--- src/rtl/mc_pkg.sv ---
// Shared encodings for the multi-cycle controller and the datapath muxes it steers:
// opcodes, functs, FSM states, instruction classes and every select encoding.
package mc_pkg;

  localparam logic [5:0] OP_RTYPE = 6'h00;
  localparam logic [5:0] OP_J     = 6'h02;
  localparam logic [5:0] OP_JAL   = 6'h03;
  localparam logic [5:0] OP_BEQ   = 6'h04;
  localparam logic [5:0] OP_ORI   = 6'h0D;
  localparam logic [5:0] OP_LUI   = 6'h0F;
  localparam logic [5:0] OP_LW    = 6'h23;
  localparam logic [5:0] OP_SW    = 6'h2B;

  localparam logic [5:0] FUNCT_NOP  = 6'h00;
  localparam logic [5:0] FUNCT_JR   = 6'h08;
  localparam logic [5:0] FUNCT_ADDU = 6'h21;
  localparam logic [5:0] FUNCT_SUBU = 6'h23;

  typedef enum logic [2:0] {
    ST_FETCH  = 3'd0,
    ST_DECODE = 3'd1,
    ST_EXEC   = 3'd2,
    ST_MEM    = 3'd3,
    ST_WB     = 3'd4,
    ST_TRAP   = 3'd5
  } state_t;

  typedef enum logic [3:0] {
    CLS_RTYPE_ALU = 4'd0,
    CLS_ORI       = 4'd1,
    CLS_LUI       = 4'd2,
    CLS_LW        = 4'd3,
    CLS_SW        = 4'd4,
    CLS_BEQ       = 4'd5,
    CLS_J         = 4'd6,
    CLS_JAL       = 4'd7,
    CLS_JR        = 4'd8,
    CLS_NOP       = 4'd9,
    CLS_ILLEGAL   = 4'd10
  } instr_class_t;

  localparam logic [1:0] M1_RT  = 2'd0;
  localparam logic [1:0] M1_RD  = 2'd1;
  localparam logic [1:0] M1_RA  = 2'd2;

  localparam logic [1:0] M2_ALU = 2'd0;
  localparam logic [1:0] M2_DM  = 2'd1;
  localparam logic [1:0] M2_PC4 = 2'd2;

  localparam logic       M3_RD2 = 1'b0;
  localparam logic       M3_EXT = 1'b1;

  localparam logic [1:0] EXT_ZERO = 2'd0;
  localparam logic [1:0] EXT_SIGN = 2'd1;
  localparam logic [1:0] EXT_LUI  = 2'd2;

  localparam logic [2:0] ALU_ADD = 3'd0;
  localparam logic [2:0] ALU_SUB = 3'd1;
  localparam logic [2:0] ALU_OR  = 3'd2;

  localparam logic [2:0] NPC_PC4  = 3'd0;
  localparam logic [2:0] NPC_BEQ  = 3'd1;
  localparam logic [2:0] NPC_JUMP = 3'd2;
  localparam logic [2:0] NPC_JR   = 3'd3;

  function automatic logic needs_mem(instr_class_t c);
    return (c == CLS_LW) || (c == CLS_SW);
  endfunction

  function automatic logic needs_wb(instr_class_t c);
    return (c == CLS_RTYPE_ALU) || (c == CLS_ORI) || (c == CLS_LUI) ||
           (c == CLS_LW) || (c == CLS_JAL);
  endfunction

  // Instructions that retire in EXEC, and the NPC mode they commit with.
  function automatic logic retires_in_exec(instr_class_t c);
    return (c == CLS_BEQ) || (c == CLS_J) || (c == CLS_JR) || (c == CLS_NOP);
  endfunction

  function automatic logic [2:0] exec_npc(instr_class_t c);
    case (c)
      CLS_BEQ: return NPC_BEQ;
      CLS_J:   return NPC_JUMP;
      CLS_JR:  return NPC_JR;
      default: return NPC_PC4;
    endcase
  endfunction

endpackage

--- src/rtl/mc_decode.sv ---
// Combinational op/funct to instruction-class decoder for the multi-cycle controller.
module mc_decode
  import mc_pkg::*;
(
  input  logic [5:0] op,
  input  logic [5:0] funct,
  output logic [3:0] cls
);

  instr_class_t cls_d;

  always_comb begin
    cls_d = CLS_ILLEGAL;
    case (op)
      OP_RTYPE: begin
        case (funct)
          FUNCT_ADDU, FUNCT_SUBU: cls_d = CLS_RTYPE_ALU;
          FUNCT_JR:               cls_d = CLS_JR;
          FUNCT_NOP:              cls_d = CLS_NOP;
          default:                cls_d = CLS_ILLEGAL;
        endcase
      end
      OP_ORI:  cls_d = CLS_ORI;
      OP_LUI:  cls_d = CLS_LUI;
      OP_LW:   cls_d = CLS_LW;
      OP_SW:   cls_d = CLS_SW;
      OP_BEQ:  cls_d = CLS_BEQ;
      OP_J:    cls_d = CLS_J;
      OP_JAL:  cls_d = CLS_JAL;
      default: cls_d = CLS_ILLEGAL;
    endcase
  end

  assign cls = cls_d;

endmodule

--- src/rtl/multicycle_ctrl.sv ---
// Multi-cycle MIPS main controller: FETCH/DECODE/EXEC/MEM/WB/TRAP sequencer with a
// memory-ready handshake. Define MULTICYCLE_CTRL_PERF_EN to add cycle/instruction counters.
module multicycle_ctrl
  import mc_pkg::*;
(
  input  logic       clk,
  input  logic       reset,
  input  logic [5:0] op,
  input  logic [5:0] funct,
  input  logic       zero,
  input  logic       mem_ready,
  output logic       mem_req,
  output logic       mem_sel,
  output logic       ir_wr,
  output logic       pc_wr,
  output logic       rf_wr,
  output logic       dm_wr,
  output logic [1:0] m1_sel,
  output logic [1:0] m2_sel,
  output logic       m3_sel,
  output logic [1:0] ext_op,
  output logic [2:0] alu_op,
  output logic [2:0] npc_op,
  output logic [2:0] state,
  output logic       illegal
`ifdef MULTICYCLE_CTRL_PERF_EN
  ,
  output logic [31:0] cycle_cnt,
  output logic [31:0] instr_cnt
`endif
);

  state_t       state_reg;
  logic [3:0]   cls_raw;
  instr_class_t cls;
  logic [2:0]   alu_d;
  logic [1:0]   ext_d;
  logic         m3_d;
  logic         zero_unused;

  // The branch condition is resolved inside the NPC; the controller only forwards npc_op.
  assign zero_unused = zero;

  mc_decode u_decode (
    .op    (op),
    .funct (funct),
    .cls   (cls_raw)
  );

  assign cls   = instr_class_t'(cls_raw);
  assign state = state_reg;

  always_ff @(posedge clk or posedge reset) begin
    if (reset) begin
      state_reg <= ST_FETCH;
    end else begin
      case (state_reg)
        ST_FETCH:  if (mem_ready) state_reg <= ST_DECODE;
        ST_DECODE: state_reg <= (cls == CLS_ILLEGAL) ? ST_TRAP : ST_EXEC;
        ST_EXEC: begin
          if (needs_mem(cls))     state_reg <= ST_MEM;
          else if (needs_wb(cls)) state_reg <= ST_WB;
          else                    state_reg <= ST_FETCH;
        end
        ST_MEM:    if (mem_ready) state_reg <= (cls == CLS_LW) ? ST_WB : ST_FETCH;
        ST_WB:     state_reg <= ST_FETCH;
        ST_TRAP:   state_reg <= ST_TRAP;
        default:   state_reg <= ST_FETCH;
      endcase
    end
  end

  // ALU/EXT/M3 stay driven from EXEC through WB: no ALU output register in the datapath.
  always_comb begin
    alu_d = ALU_ADD;
    ext_d = EXT_ZERO;
    m3_d  = M3_RD2;
    case (cls)
      CLS_RTYPE_ALU: alu_d = (funct == FUNCT_SUBU) ? ALU_SUB : ALU_ADD;
      CLS_ORI: begin
        alu_d = ALU_OR;
        m3_d  = M3_EXT;
      end
      CLS_LUI: begin
        ext_d = EXT_LUI;
        m3_d  = M3_EXT;
      end
      CLS_LW, CLS_SW: begin
        ext_d = EXT_SIGN;
        m3_d  = M3_EXT;
      end
      CLS_BEQ: alu_d = ALU_SUB;
      default: ;
    endcase
  end

  always_comb begin
    mem_req = 1'b0;
    mem_sel = 1'b0;
    ir_wr   = 1'b0;
    pc_wr   = 1'b0;
    rf_wr   = 1'b0;
    dm_wr   = 1'b0;
    m1_sel  = M1_RT;
    m2_sel  = M2_ALU;
    m3_sel  = M3_RD2;
    ext_op  = EXT_ZERO;
    alu_op  = ALU_ADD;
    npc_op  = NPC_PC4;
    illegal = 1'b0;
    // Gating on reset keeps the edge that asserts reset free of any strobe.
    if (!reset) begin
      case (state_reg)
        ST_FETCH: begin
          mem_req = 1'b1;
          ir_wr   = mem_ready;
        end
        ST_EXEC: begin
          alu_op = alu_d;
          ext_op = ext_d;
          m3_sel = m3_d;
          if (retires_in_exec(cls)) begin
            pc_wr  = 1'b1;
            npc_op = exec_npc(cls);
          end
        end
        ST_MEM: begin
          mem_req = 1'b1;
          mem_sel = 1'b1;
          alu_op  = alu_d;
          ext_op  = ext_d;
          m3_sel  = m3_d;
          if (mem_ready && (cls == CLS_SW)) begin
            dm_wr = 1'b1;
            pc_wr = 1'b1;
          end
        end
        ST_WB: begin
          rf_wr  = 1'b1;
          pc_wr  = 1'b1;
          alu_op = alu_d;
          ext_op = ext_d;
          m3_sel = m3_d;
          case (cls)
            CLS_RTYPE_ALU: m1_sel = M1_RD;
            CLS_LW:        m2_sel = M2_DM;
            CLS_JAL: begin
              m1_sel = M1_RA;
              m2_sel = M2_PC4;
              npc_op = NPC_JUMP;
            end
            default: ;
          endcase
        end
        ST_TRAP: illegal = 1'b1;
        default: ;
      endcase
    end
  end

`ifdef MULTICYCLE_CTRL_PERF_EN
  always_ff @(posedge clk or posedge reset) begin
    if (reset) begin
      cycle_cnt <= '0;
      instr_cnt <= '0;
    end else begin
      cycle_cnt <= cycle_cnt + 32'd1;
      if (pc_wr) instr_cnt <= instr_cnt + 32'd1;
    end
  end
`endif

endmodule

--- config.mk ---
export PLATFORM = sky130hd
export DESIGN_NAME = multicycle_ctrl
export DESIGN_NICKNAME = d
export VERILOG_FILES = /design/src/rtl/mc_pkg.sv /design/src/rtl/mc_decode.sv /design/src/rtl/multicycle_ctrl.sv
export SDC_FILE = /design/constraint.sdc
export NUM_CORES = 1
export LEC_CHECK = 0
export BUFFER_PORTS_ARGS = -buffer_cell sky130_fd_sc_hd__buf_2
export CORE_MARGIN = 3
export CORE_UTILIZATION = 30
export CTS_BUF_LIST = sky130_fd_sc_hd__clkbuf_16
export DETAILED_ROUTE_END_ITERATION = 16
export GPL_TIMING_DRIVEN = 0
export PLACE_DENSITY_LB_ADDON = 0.08
export REMOVE_ABC_BUFFERS = 1
export SYNTH_ARGS = -nofsm -noshare
export SYNTH_HDL_FRONTEND = slang
export SYNTH_SLANG_ARGS = --single-unit
--- constraint.sdc ---
create_clock -name clk -period 1.95 [get_ports clk]
set_clock_uncertainty 0.2 [all_clocks]
set_input_delay 0.2925 -clock clk [delete_from_list [all_inputs] [get_ports clk]]
set_output_delay 0.2925 -clock clk [all_outputs]
set_load 0.01 [all_outputs]
==> summary.md <==
| Metric | Value |
|---|---|
| Number of fill cells | 257 |
| Leakage power figure | ~0.00057 uW |
| Initial antenna violation count | 0 |
| Clock latency on the worst-skew pair | between 0.2 and 0.25 ns |
| Startpoint Class | input pin |
| First-pass GRT wire length | 4.62 mm |
| Share of synthesized registers carrying an async set or reset | 1.00 |
| Clock buffers created by TritonCTS | 3 |
| Multi-input gate area in the final layout | 719 sq um |
| Via count of the first global-routing pass | roughly 1100 |
| H-tree lvl count | 1 |
| Hold Crit Endpoint | state[2] |
| CTS max path bufs | 2 |
| Power density cells | approximately 390 mW/mm^2 |
| Netlist Area Pre-Place | 779 sq um |
| HPWL after detailed placement | 1.96 mm |
| Share of cells above drive strength 1 | 0.461 |
| Adder and majority cell fraction of the synthesized area | 0 |
| Min setup slack post-route | -0.339 ns |
| Setup slack at placement | -0.529 ns |
| Worst EP arrival | 1.80 ns |
| Highest attainable clock frequency | 0.437 GHz |
| Total number of nets in the final design | 184 |
| Share of the yosys chip area belonging to registers | 0.0963 |
| Flip-flop count of the largest register after layout | 3 |
| Number of endpoints with negative hold slack in the final report | 0 |
| Register area | 78.8 sq um |
| Cell types with the largest area share after synthesis | dfrtp_1 (9.6%), nand2_1 (7.2%), nor3_1 (6.4%) |
| Post-route met1 wirelength | 1.29 mm |
| Sequence of cells on the critical path | buf_12, or3b_1, a211o_1, a2bb2oi_2, a31oi_2, a221oi_2, buf_2 |
| Status | finished with violations |
| Number of diodes | 0 |
| Area of the core | 0.00234 sq mm |
| Xor-xnor portion of the synthesized cell area | 0.0112 |
| Cell area after placement | ~940 sq um |
| Number of antenna-violating nets in the routed design | 0 |
| Effective utilization at floorplan | 0.333 |
| FF-to-FF path depth | 6 |
| Routability cong. | 0.799 |
| Number of distinct library cells after synthesis | 46 |
| Startpoint-to-endpoint class of the critical path | in2out |
| Largest family of logic cells by synthesized area | simple AND/OR/NAND/NOR gates |
| Total track usage | 0.170 |
| Sinks on Clock Net | 3 |
| Horizontal extent of the die | 57.0 um |
| Residual DRC | 0 |
| Leading cell type by number of instances after synthesis | nand2_1 |
| CTS tree | yes |
| Terminus of the critical flop-to-flop path | state[1] |
| Register clock-pin slew on the reported worst setup and hold paths | approximately 0.030 ns |
| Setup slack, reg-to-reg | 0.11 ns |
| Fraction of the cycle the final worst path needs | 1.17 |
| Switching power as a share of total power | 0.237 |
| Final hold slack | 0.329 ns |
| Worst Setup End Kind | output pin |
| I/O pins | 39 |
| Design Area, Final | 0.00128 sq mm |
| Routed wire length | around 2.8 mm |
| Uppermost layer routed | met4 |
| Syn. warnings | 0 |
| Sequential group share of total power | 0.125 |
| Vias per inst | 5.56 |
| Clk network pwr share | 0.630 |
| Post-synthesis sequential element count | 3 |
| Max stage delay cell, worst path | or3b_1 |
| Maximum single-stage delay on the critical path | 0.36 ns |
| Most used standard cells in the synthesized netlist | nand2_1 (15), nor2_1 (11), nor3_1 (10), clkbuf_1 (7), nor2b_1 (6) |
| Critical path's top delay family | compound AO/OA/AOI/OAI gates |
| Simple logic cell fraction of the synthesized area | 0.488 |
| Final Max Tran Viols | 0 |
| Unrepaired setup endpoints after global routing | yes |
| Number of DRC markers after the initial detailed-route iteration | 17 |
| Peak fanout along the critical path | 2 |
| Input/output buffers | 35 |
| Depth of the worst hold-timing path | 4 |
| Most frequently used flop master after synthesis | dfrtp_1 |
| Class of the worst hold path | in2reg |
| Count of endpoints failing setup in the final report | 6 |
| Wire length on met2 | 1.44 mm |
| Design internal power | 381 uW |
| Overall power consumption | about 500 uW |
| VDD IR-drop max | 0.000535 V |
| Height of the die | 57.0 um |
| Post-synth EDFFs | 0 |
| Number of max-cap violations | 0 |
| Vias | about 1100 |
| Worst path buffer plus inverter count | 2 |
| Post-synthesis compound-gate area fraction | 0.313 |
| Switching power total | 118 uW |
| Largest net degree at the start of global routing | 13 |
| Routed length on met3 | 112 um |
| Violations in the final reports | negative setup slack |
| Syn avg cell area | 6.50 sq um |
| Proportion of synthesized area in mux cells | 0 |
| Layout overhead on the synthesized area | 64.2% |
| Required @ worst endpoint | 1.46 ns |
| Average wire per cell in the routed design | 14.6 um |
| Number of instances in the synthesized netlist | 120 |
| Final period demand of the worst path | 2.29 ns |
| FF-to-FF Start | state[0] |
| Pre-Repair DR Iteration Count | 4 |
| Fraction of synthesized cell area taken by the top area cell type | 0.0963 |
| Cell taking the most area after synthesis | dfrtp_1 |
| Hold Startpoint | mem_ready |
| Area of the die | 0.00325 sq mm |
| Rows | 17 |
| Overflow left after global routing | 0 |
| Combinational fraction of design power | 0.245 |
| Clk root buf | clkbuf_16 |
-- routing by layer --
layer / up-vias / GRT usage
li1: 540 / -
met1: 520 / 0.204
met2: 23 / 0.315
met3: 2 / 0.0271
met4: 0 / 0.0397
met5: - / 0
-- worst min-delay path, stage by stage --
cell      delay [ns]
buf_2           0.14
a41o_1          0.17
nand2_1         0.05
o221ai_1        0.06
-- cell usage in the layout (no fill, tap or decap), types with 2 or more instances in the layout --
cell       instances
buf_4             16
conb_1             2
nor2b_1            6
a21oi_1            2
nand4_1            3
a211o_1            2
a211oi_2           2
dfrtp_2            3
nor3_1             8
nor3b_2            2
and3_1             3
and3b_1            2
nand2_2            2
clkbuf_16          3
a21oi_2            3
o21ai_0            3
inv_1              5
o21bai_1           2
nand3_2            2
buf_8              2
nor3_2             2
buf_6              2
nand3b_1           4
nand2_1           13
nand3_1            2
nor2_1             9
nand2b_1           2
buf_2             30
-- metrics by stage --
stage	util	setup TNS, ns	cells
2_1_floorplan	-	-0.286	111
5_1_grt	0.547	-2.00	195
4_1_cts	0.534	-1.43	192
3_5_place_dp	0.402	-2.50	174
3_3_place_gp	0.402	-2.52	174
6_report	0.547	-1.62	195
-- area by class of cell --
cell class | count | share of cell area
well taps | 28 | 0.0274
repair buffers | 52 | 0.276
inverters | 4 | 0.0117
multi-input cells | 104 | 0.562
clock inverters | 1 | 0.00293
flip-flops and latches | 3 | 0.0616
clock buffers | 3 | 0.0587
-- power groups by stage --
stage / clock (uW) / sequential [uW] / combinational [uW]
6_report: 315 / 62.7 / 122
4_1_cts: 321 / 62.7 / 118
3_3_place_gp: 0 / 63.4 / 88.4
5_1_grt: 328 / 62.7 / 130
2_1_floorplan: 0 / 63.4 / 46.2
3_5_place_dp: 0 / 63.4 / 89.5
-- timing repair --
action / CTS / global route
hold buffers: 1 / 0
endpoints found under the hold margin: 3 / 0
setup endpoints to repair: 12 / 9
gates resized for setup: 32 / 2
buffers inserted: 13 / 3
pin swaps: 17 / 8
-- how the worst max path moves through the flow --
stage	from	endpoint	slack, ns	cells after the start
global route	funct[4]	pc_wr	-0.39	7
CTS	op[5]	pc_wr	-0.34	7
detailed placement	op[2]	pc_wr	-0.53	7
floorplan	funct[3]	pc_wr	-0.16	5
finish	op[5]	pc_wr	-0.34	7
global placement	op[2]	pc_wr	-0.51	7
-- cells by family (layout without fill, tap and decap cells) --
| family | count (synthesis) | in the layout |
|---|---|---|
| buffers and inverters | 14 | 60 |
| XOR/XNOR | 1 | 1 |
| flip-flops | 3 | 3 |
| other | 1 | 2 |
| AO/OA/AOI/OAI | 31 | 31 |
| AND/OR/NAND/NOR | 70 | 70 |
(Power assumes the default switching activity.)
